$ cat config.mk
export PLATFORM = sky130hd
export DESIGN_NAME = instr_decode
export DESIGN_NICKNAME = d
export VERILOG_FILES = /design/src/rtl/instr_pkg.sv /design/src/rtl/operand_select.sv /design/src/rtl/instr_decode.sv
export SDC_FILE = /design/constraint.sdc
export NUM_CORES = 1
export LEC_CHECK = 0
export ABC_AREA = 1
export BUFFER_PORTS_ARGS = -buffer_cell sky130_fd_sc_hd__buf_4
export CAP_MARGIN = 20
export CELL_PAD_IN_SITES_DETAIL_PLACEMENT = 0
export CELL_PAD_IN_SITES_GLOBAL_PLACEMENT = 1
export CORE_ASPECT_RATIO = 0.9
export CORE_MARGIN = 5
export CORE_UTILIZATION = 35
export CTS_CLUSTER_SIZE = 25
export DETAILED_ROUTE_END_ITERATION = 10
export HOLD_SLACK_MARGIN = 0.12
export PLACE_DENSITY_LB_ADDON = 0.1
export SYNTH_ARGS = -nofsm -noshare
export SYNTH_HDL_FRONTEND = slang
export SYNTH_SLANG_ARGS = --single-unit
$ cat constraint.sdc
create_clock -name clk -period 4.7 [get_ports clk]
set_input_delay 0.94 -clock clk [delete_from_list [all_inputs] [get_ports clk]]
set_output_delay 0.94 -clock clk [all_outputs]
set_load 0.05 [all_outputs]
$ cat src/rtl/instr_pkg.sv
// Shared constants, FSM encoding and instruction classification for the
// RV32 LUI/ADDI/ADD/SUB decode/execute block.
package instr_pkg;

    localparam int unsigned XLEN      = 32;
    localparam int unsigned REG_IDX_W = 5;
    localparam int unsigned CNT_W     = 16;
    localparam int unsigned IMPL_MAX  = 3;

    localparam logic [6:0] OP_LUI = 7'b0110111;
    localparam logic [6:0] OP_IMM = 7'b0010011;
    localparam logic [6:0] OP_REG = 7'b0110011;
    localparam logic [2:0] F3_ADD = 3'b000;
    localparam logic [6:0] F7_ADD = 7'b0000000;
    localparam logic [6:0] F7_SUB = 7'b0100000;

    typedef enum logic [1:0] {
        ST_IDLE,
        ST_DECODE,
        ST_EXECUTE,
        ST_WRITEBACK
    } state_t;

    typedef enum logic [2:0] {
        OPC_LUI,
        OPC_ADDI,
        OPC_ADD,
        OPC_SUB,
        OPC_ILLEGAL
    } op_t;

    function automatic op_t classify(input logic [XLEN-1:0] w);
        op_t op;
        op = OPC_ILLEGAL;
        if (w[6:0] == OP_LUI) begin
            op = OPC_LUI;
        end else if (w[6:0] == OP_IMM && w[14:12] == F3_ADD) begin
            op = OPC_ADDI;
        end else if (w[6:0] == OP_REG && w[14:12] == F3_ADD) begin
            if (w[31:25] == F7_ADD) begin
                op = OPC_ADD;
            end else if (w[31:25] == F7_SUB) begin
                op = OPC_SUB;
            end
        end
        return op;
    endfunction

endpackage

$ cat src/rtl/operand_select.sv
// Maps an architectural register index onto the implemented register window;
// x0 and any unimplemented index read as zero.
module operand_select
    import instr_pkg::*;
#(
    parameter int unsigned REG_BASE = 5,
    parameter int unsigned NUM_REGS = 3
) (
    input  logic [REG_IDX_W-1:0] idx,
    input  logic [XLEN-1:0]      r0_value,
    input  logic [XLEN-1:0]      r1_value,
    input  logic [XLEN-1:0]      r2_value,
    output logic [XLEN-1:0]      value_c
);

    logic [XLEN-1:0] regs [IMPL_MAX];

    assign regs[0] = r0_value;
    assign regs[1] = r1_value;
    assign regs[2] = r2_value;

    always_comb begin
        value_c = '0;
        for (int unsigned i = 0; i < IMPL_MAX; i++) begin
            if (i < NUM_REGS && idx != '0 && 32'(idx) == REG_BASE + i) begin
                value_c = regs[i];
            end
        end
    end

endmodule

$ cat src/rtl/instr_decode.sv
// Single-issue decode/execute/writeback sequencer for LUI, ADDI, ADD and SUB,
// driving the write port of an external register block.
module instr_decode
    import instr_pkg::*;
#(
    parameter int unsigned REG_BASE = 5,
    parameter int unsigned NUM_REGS = 3
) (
    input  logic                 clk,
    input  logic                 rst,
    input  logic [XLEN-1:0]      instr_in,
    input  logic                 instr_valid,
    output logic                 instr_ready,
    input  logic [XLEN-1:0]      r0_value,
    input  logic [XLEN-1:0]      r1_value,
    input  logic [XLEN-1:0]      r2_value,
    output logic [REG_IDX_W-1:0] rd,
    output logic [XLEN-1:0]      rd_value,
    output logic                 we,
    output logic                 illegal,
    output logic [CNT_W-1:0]     retired_count
);

    state_t          state;
    state_t          state_next;
    logic            accept;
    logic            load_wb;
    logic [XLEN-1:0] instr_q;
    logic [XLEN-1:0] rs1_c;
    logic [XLEN-1:0] rs2_c;
    logic [XLEN-1:0] imm_c;
    logic [XLEN-1:0] result_c;

    operand_select #(.REG_BASE(REG_BASE), .NUM_REGS(NUM_REGS)) u_rs1 (
        .idx      (instr_q[19:15]),
        .r0_value (r0_value),
        .r1_value (r1_value),
        .r2_value (r2_value),
        .value_c  (rs1_c)
    );

    operand_select #(.REG_BASE(REG_BASE), .NUM_REGS(NUM_REGS)) u_rs2 (
        .idx      (instr_q[24:20]),
        .r0_value (r0_value),
        .r1_value (r1_value),
        .r2_value (r2_value),
        .value_c  (rs2_c)
    );

    always_ff @(posedge clk or posedge rst) begin
        if (rst) begin
            state <= ST_IDLE;
        end else begin
            state <= state_next;
        end
    end

    // Illegal words leave DECODE straight back to IDLE.
    always_comb begin
        state_next = state;
        accept     = 1'b0;
        load_wb    = 1'b0;
        case (state)
            ST_IDLE: begin
                if (instr_valid) begin
                    accept     = 1'b1;
                    state_next = ST_DECODE;
                end
            end
            ST_DECODE:    state_next = illegal ? ST_IDLE : ST_EXECUTE;
            ST_EXECUTE: begin
                load_wb    = 1'b1;
                state_next = ST_WRITEBACK;
            end
            ST_WRITEBACK: state_next = ST_IDLE;
            default:      state_next = ST_IDLE;
        endcase
    end

    // Operands are sampled during EXECUTE, after the predecessor's write landed.
    always_comb begin
        imm_c    = {{20{instr_q[31]}}, instr_q[31:20]};
        result_c = '0;
        case (classify(instr_q))
            OPC_LUI:  result_c = {instr_q[31:12], 12'b0};
            OPC_ADDI: result_c = rs1_c + imm_c;
            OPC_ADD:  result_c = rs1_c + rs2_c;
            OPC_SUB:  result_c = rs1_c - rs2_c;
            default:  result_c = '0;
        endcase
    end

    always_ff @(posedge clk or posedge rst) begin
        if (rst) begin
            instr_q       <= '0;
            instr_ready   <= 1'b1;
            illegal       <= 1'b0;
            we            <= 1'b0;
            rd            <= '0;
            rd_value      <= '0;
            retired_count <= '0;
        end else begin
            instr_ready <= (state_next == ST_IDLE);
            illegal     <= accept && (classify(instr_in) == OPC_ILLEGAL);
            we          <= load_wb && (instr_q[11:7] != '0);
            if (accept) begin
                instr_q <= instr_in;
            end
            if (load_wb) begin
                rd            <= instr_q[11:7];
                rd_value      <= result_c;
                retired_count <= CNT_W'(retired_count + 1'b1);
            end
        end
    end

endmodule
==> reports/summary.txt <==
===========================================================================================
Summed negative setup slack over all endpoints                                         0 ns
Syn-to-layout area delta                                                             42.45%
Post-synthesis cell area                                                          8677 um^2
Endpoint required time on the critical path                                         4.92 ns
Count of clock tree sinks                                                                90
Slew at the pin with the worst max-slew slack                                      1.090 ns
Residual overflow from global routing                                                     0
Period utilisation layout                                                            0.9493
Capture point of the worst path                                                rd_value[30]
Relative slew slack                                                                  0.2699
Final-report max-slew violation count                                                     0
Met3 Usage GRT                                                                      0.03063
First-pass GRT wire length                                                         51640 um
Number of port buffers                                                                  186
Critical path type                                                             flop to flop
Post-detailed-routing wire length                                                  33750 um
Critical Path Start Type                                                               flop
Number of library cell types mapped by synthesis                                         54
GP Congestion                                                                        0.9181
Dominant cell type by area after synthesis                                     sky130_fd_sc_hd__dfrtp_1
Antenna violations before repair                                                          1
Global-route usage over all layers                                                   0.2290
GRT met2 Usage                                                                       0.3692
Total power density per cell area                                              619.3 nW/um^2
Reg2Reg Setup Slack                                                                 0.24 ns
Number of cell rows                                                                      54
Post-route clock skew                                                           0.006228 ns
Ant diodes                                                                                0
Pre-Repair DR Iteration Count                                                             5
Overall die area                                                                 28050 um^2
Pin count of the biggest net entering global routing                                     62
Flip-flop cell with the highest count after synthesis                          sky130_fd_sc_hd__dfrtp_1
TritonCTS clock tree                                                                    yes
Leakage power figure                                                               6.558 nW
Post-Syn Area per Cell                                                           6.480 um^2
Reported max-cap violation count                                                          0
Register bit count reported by yosys                                                     90
Residual antenna-violating net count after detailed routing                               0
Final hold violation count                                                                0
Inserted Clock Buffers                                                                    9
Initial core utilization                                                             0.3567
DRC errors left                                                                           0
Number of global-route vias before repair                                              9554
Worst r2r src                                                                   instr_q[21]
# H-tree levels                                                                           3
Number of ports placed on the die boundary                                              187
Element type at the critical path end                                                  flop
Post-placement setup slack                                                       -0.2028 ns
Cell with the largest stage delay on the worst path                            sky130_fd_sc_hd__ha_1
Number of synthesized flops with an enable pin                                            0
Post-synthesis sequential area ratio                                                 0.2597
Yosys warning total                                                                       0
Cell count after synthesis                                                             1339
Number of cells on the worst reg-to-reg path                                             30
Max incr delay on CP                                                                0.40 ns
Critical path peak fanout                                                                14
Main area contributors after synthesis                                         sky130_fd_sc_hd__dfrtp_1, sky130_fd_sc_hd__nand2_1, sky130_fd_sc_hd__inv_1
Final setup viols                                                                         0
Post-layout utilization of the core                                                  0.5082
Largest vdd supply drop                                                         0.0002858 V
Total number of vias                                                                   9982
Maximum root-to-sink buffer count                                                         2
Gr busiest metal                                                                       met2
Final std cells w/o fill                                                               1970
Clock slew seen by the registers of the worst setup and hold paths                  0.07 ns
Via density per instance                                                              5.067
HPWL after detailed placement                                                      27170 um
Met1 Resource Use GR                                                                 0.3292
Max Clk Rate                                                                      224.1 MHz
Chip Width                                                                         176.0 um
Result of the run                                                              finished, final reports clean
Arr. time, crit path                                                                4.68 ns
Number of nets in the synthesized netlist                                              1514
Post-layout nets                                                                       1832
PnR worst setup slack                                                             0.2383 ns
Core area                                                                        24320 um^2
Count of hold-fix buffers inserted at cts                                                 0
Most common library cells after synthesis                                      sky130_fd_sc_hd__nand2_1, sky130_fd_sc_hd__inv_1, sky130_fd_sc_hd__nand3_1, sky130_fd_sc_hd__nor2_1, sky130_fd_sc_hd__dfrtp_1
Chip height                                                                        159.4 um
Root cell of the clock tree                                                    sky130_fd_sc_hd__clkbuf_16
Proportion of register bits with asynchronous set or reset after synthesis            1.000
Terminus of the critical flop-to-flop path                                     rd_value[30]
Post-route minimum period                                                          4.462 ns
Post-route total power                                                           0.007655 W
Leading cell type by number of instances after synthesis                       sky130_fd_sc_hd__nand2_1
Hold WC Path Type                                                              flop to flop
Share of layout cells above drive strength 1                                         0.3075
Number of cells after detailed placement                                               1929
Share of the synthesized area in the top cell type                                   0.2567
Setup repair after global routing missed its margin                                    true
Crit path from                                                                  instr_q[21]
Clk_lat worst skew                                                                  0.34 ns
Routed wire length per instance                                                    17.13 um
Number of design-rule violations left by the first detailed-router iteration            607
===========================================================================================
critical path, delay by kind of cell (launching register included):
family | cells | cell delay (ns)
simple gates | 16 | 2.04
fa+ha+maj | 4 | 0.87
compound gates | 5 | 0.53
buf+inv | 5 | 0.51
flops | 1 | 0.36
kinds of logic (layout without fill, tap and decap cells):
logic type / after synthesis / count (layout) / synth area share
muxes: 2 / 2 / 0.002451
adders and majority gates: 44 / 44 / 0.06431
AOI/OAI and AO/OA: 252 / 252 / 0.1751
buffers and inverters: 252 / 575 / 0.1161
xor gates and xnor gates: 40 / 40 / 0.04037
DFF: 90 / 90 / 0.2597
and+or+nand+nor: 659 / 659 / 0.3420
cell usage in the layout (no fill, tap or decap), types with 29 or more instances in the layout:
| cell type | n |
|---|---|
| sky130_fd_sc_hd__buf_4 | 343 |
| sky130_fd_sc_hd__nand2_1 | 314 |
| sky130_fd_sc_hd__inv_1 | 193 |
| sky130_fd_sc_hd__nand3_1 | 100 |
| sky130_fd_sc_hd__dfrtp_1 | 89 |
| sky130_fd_sc_hd__nor2_1 | 84 |
| sky130_fd_sc_hd__a21oi_1 | 64 |
| sky130_fd_sc_hd__o21ai_0 | 64 |
| sky130_fd_sc_hd__ha_1 | 31 |
| sky130_fd_sc_hd__o221ai_1 | 29 |
through the flow:
step	cell area, um^2	hold WS, ns
floorplan	8677	0.4529
global placement	11340	0.4611
detailed placement	11340	0.4691
CTS	11710	0.4806
global route	12360	0.5096
finish	12360	0.4767
routing by layer:
metal  up-vias  part of all wire
met4         0             0.018
met3        34             0.048
met5         -                 0
li1       5068                 -
met2       229              0.46
met1      4651              0.47
state kept, by name, indices dropped and copies added, names as in the netlist:
register / cells
instr_q: 32
rd_value: 32
retired_count: 16
rd: 5
state: 2
illegal: 1
instr_ready: 1
we: 1
cell type report:
class	instances	area, um^2
Fill cell	2556	11960
Multi-Input combinational cell	997	5893
Timing Repair Buffer	352	2748
Sequential cell	90	2253
Inverter	207	787.0
Tap cell	308	385.4
Clock buffer	10	229.0
Clock inverter	6	65.06
worst min-delay path by stage:
stage                                  from           endpoint  slack [ns]  depth (start not counted)
final                     retired_count[15]  retired_count[15]        0.48                          1
after global routing      retired_count[15]  retired_count[15]        0.51                          1
after CTS                 retired_count[15]  retired_count[15]        0.48                          1
after detailed placement  retired_count[15]  retired_count[15]        0.47                          1
after global placement                rd[4]              rd[4]        0.46                          2
after floorplan                  instr_q[0]         instr_q[0]        0.45                          2
power by group:
| part | switching, W | internal [W] |
|---|---|---|
| Sequential | 0.000166 | 0.00100 |
| Combinational | 0.00341 | 0.00235 |
| Clock | 0.000310 | 0.000414 |
what timing repair did:
item                       4_1_cts  5_1_grt
pin swaps                        6       47
gates resized for setup         21       97
setup endpoints to repair       12       20
gates cloned                     0        2
setup buffers                    1       22
No activity file was read; power rests on OpenSTA's default activity.
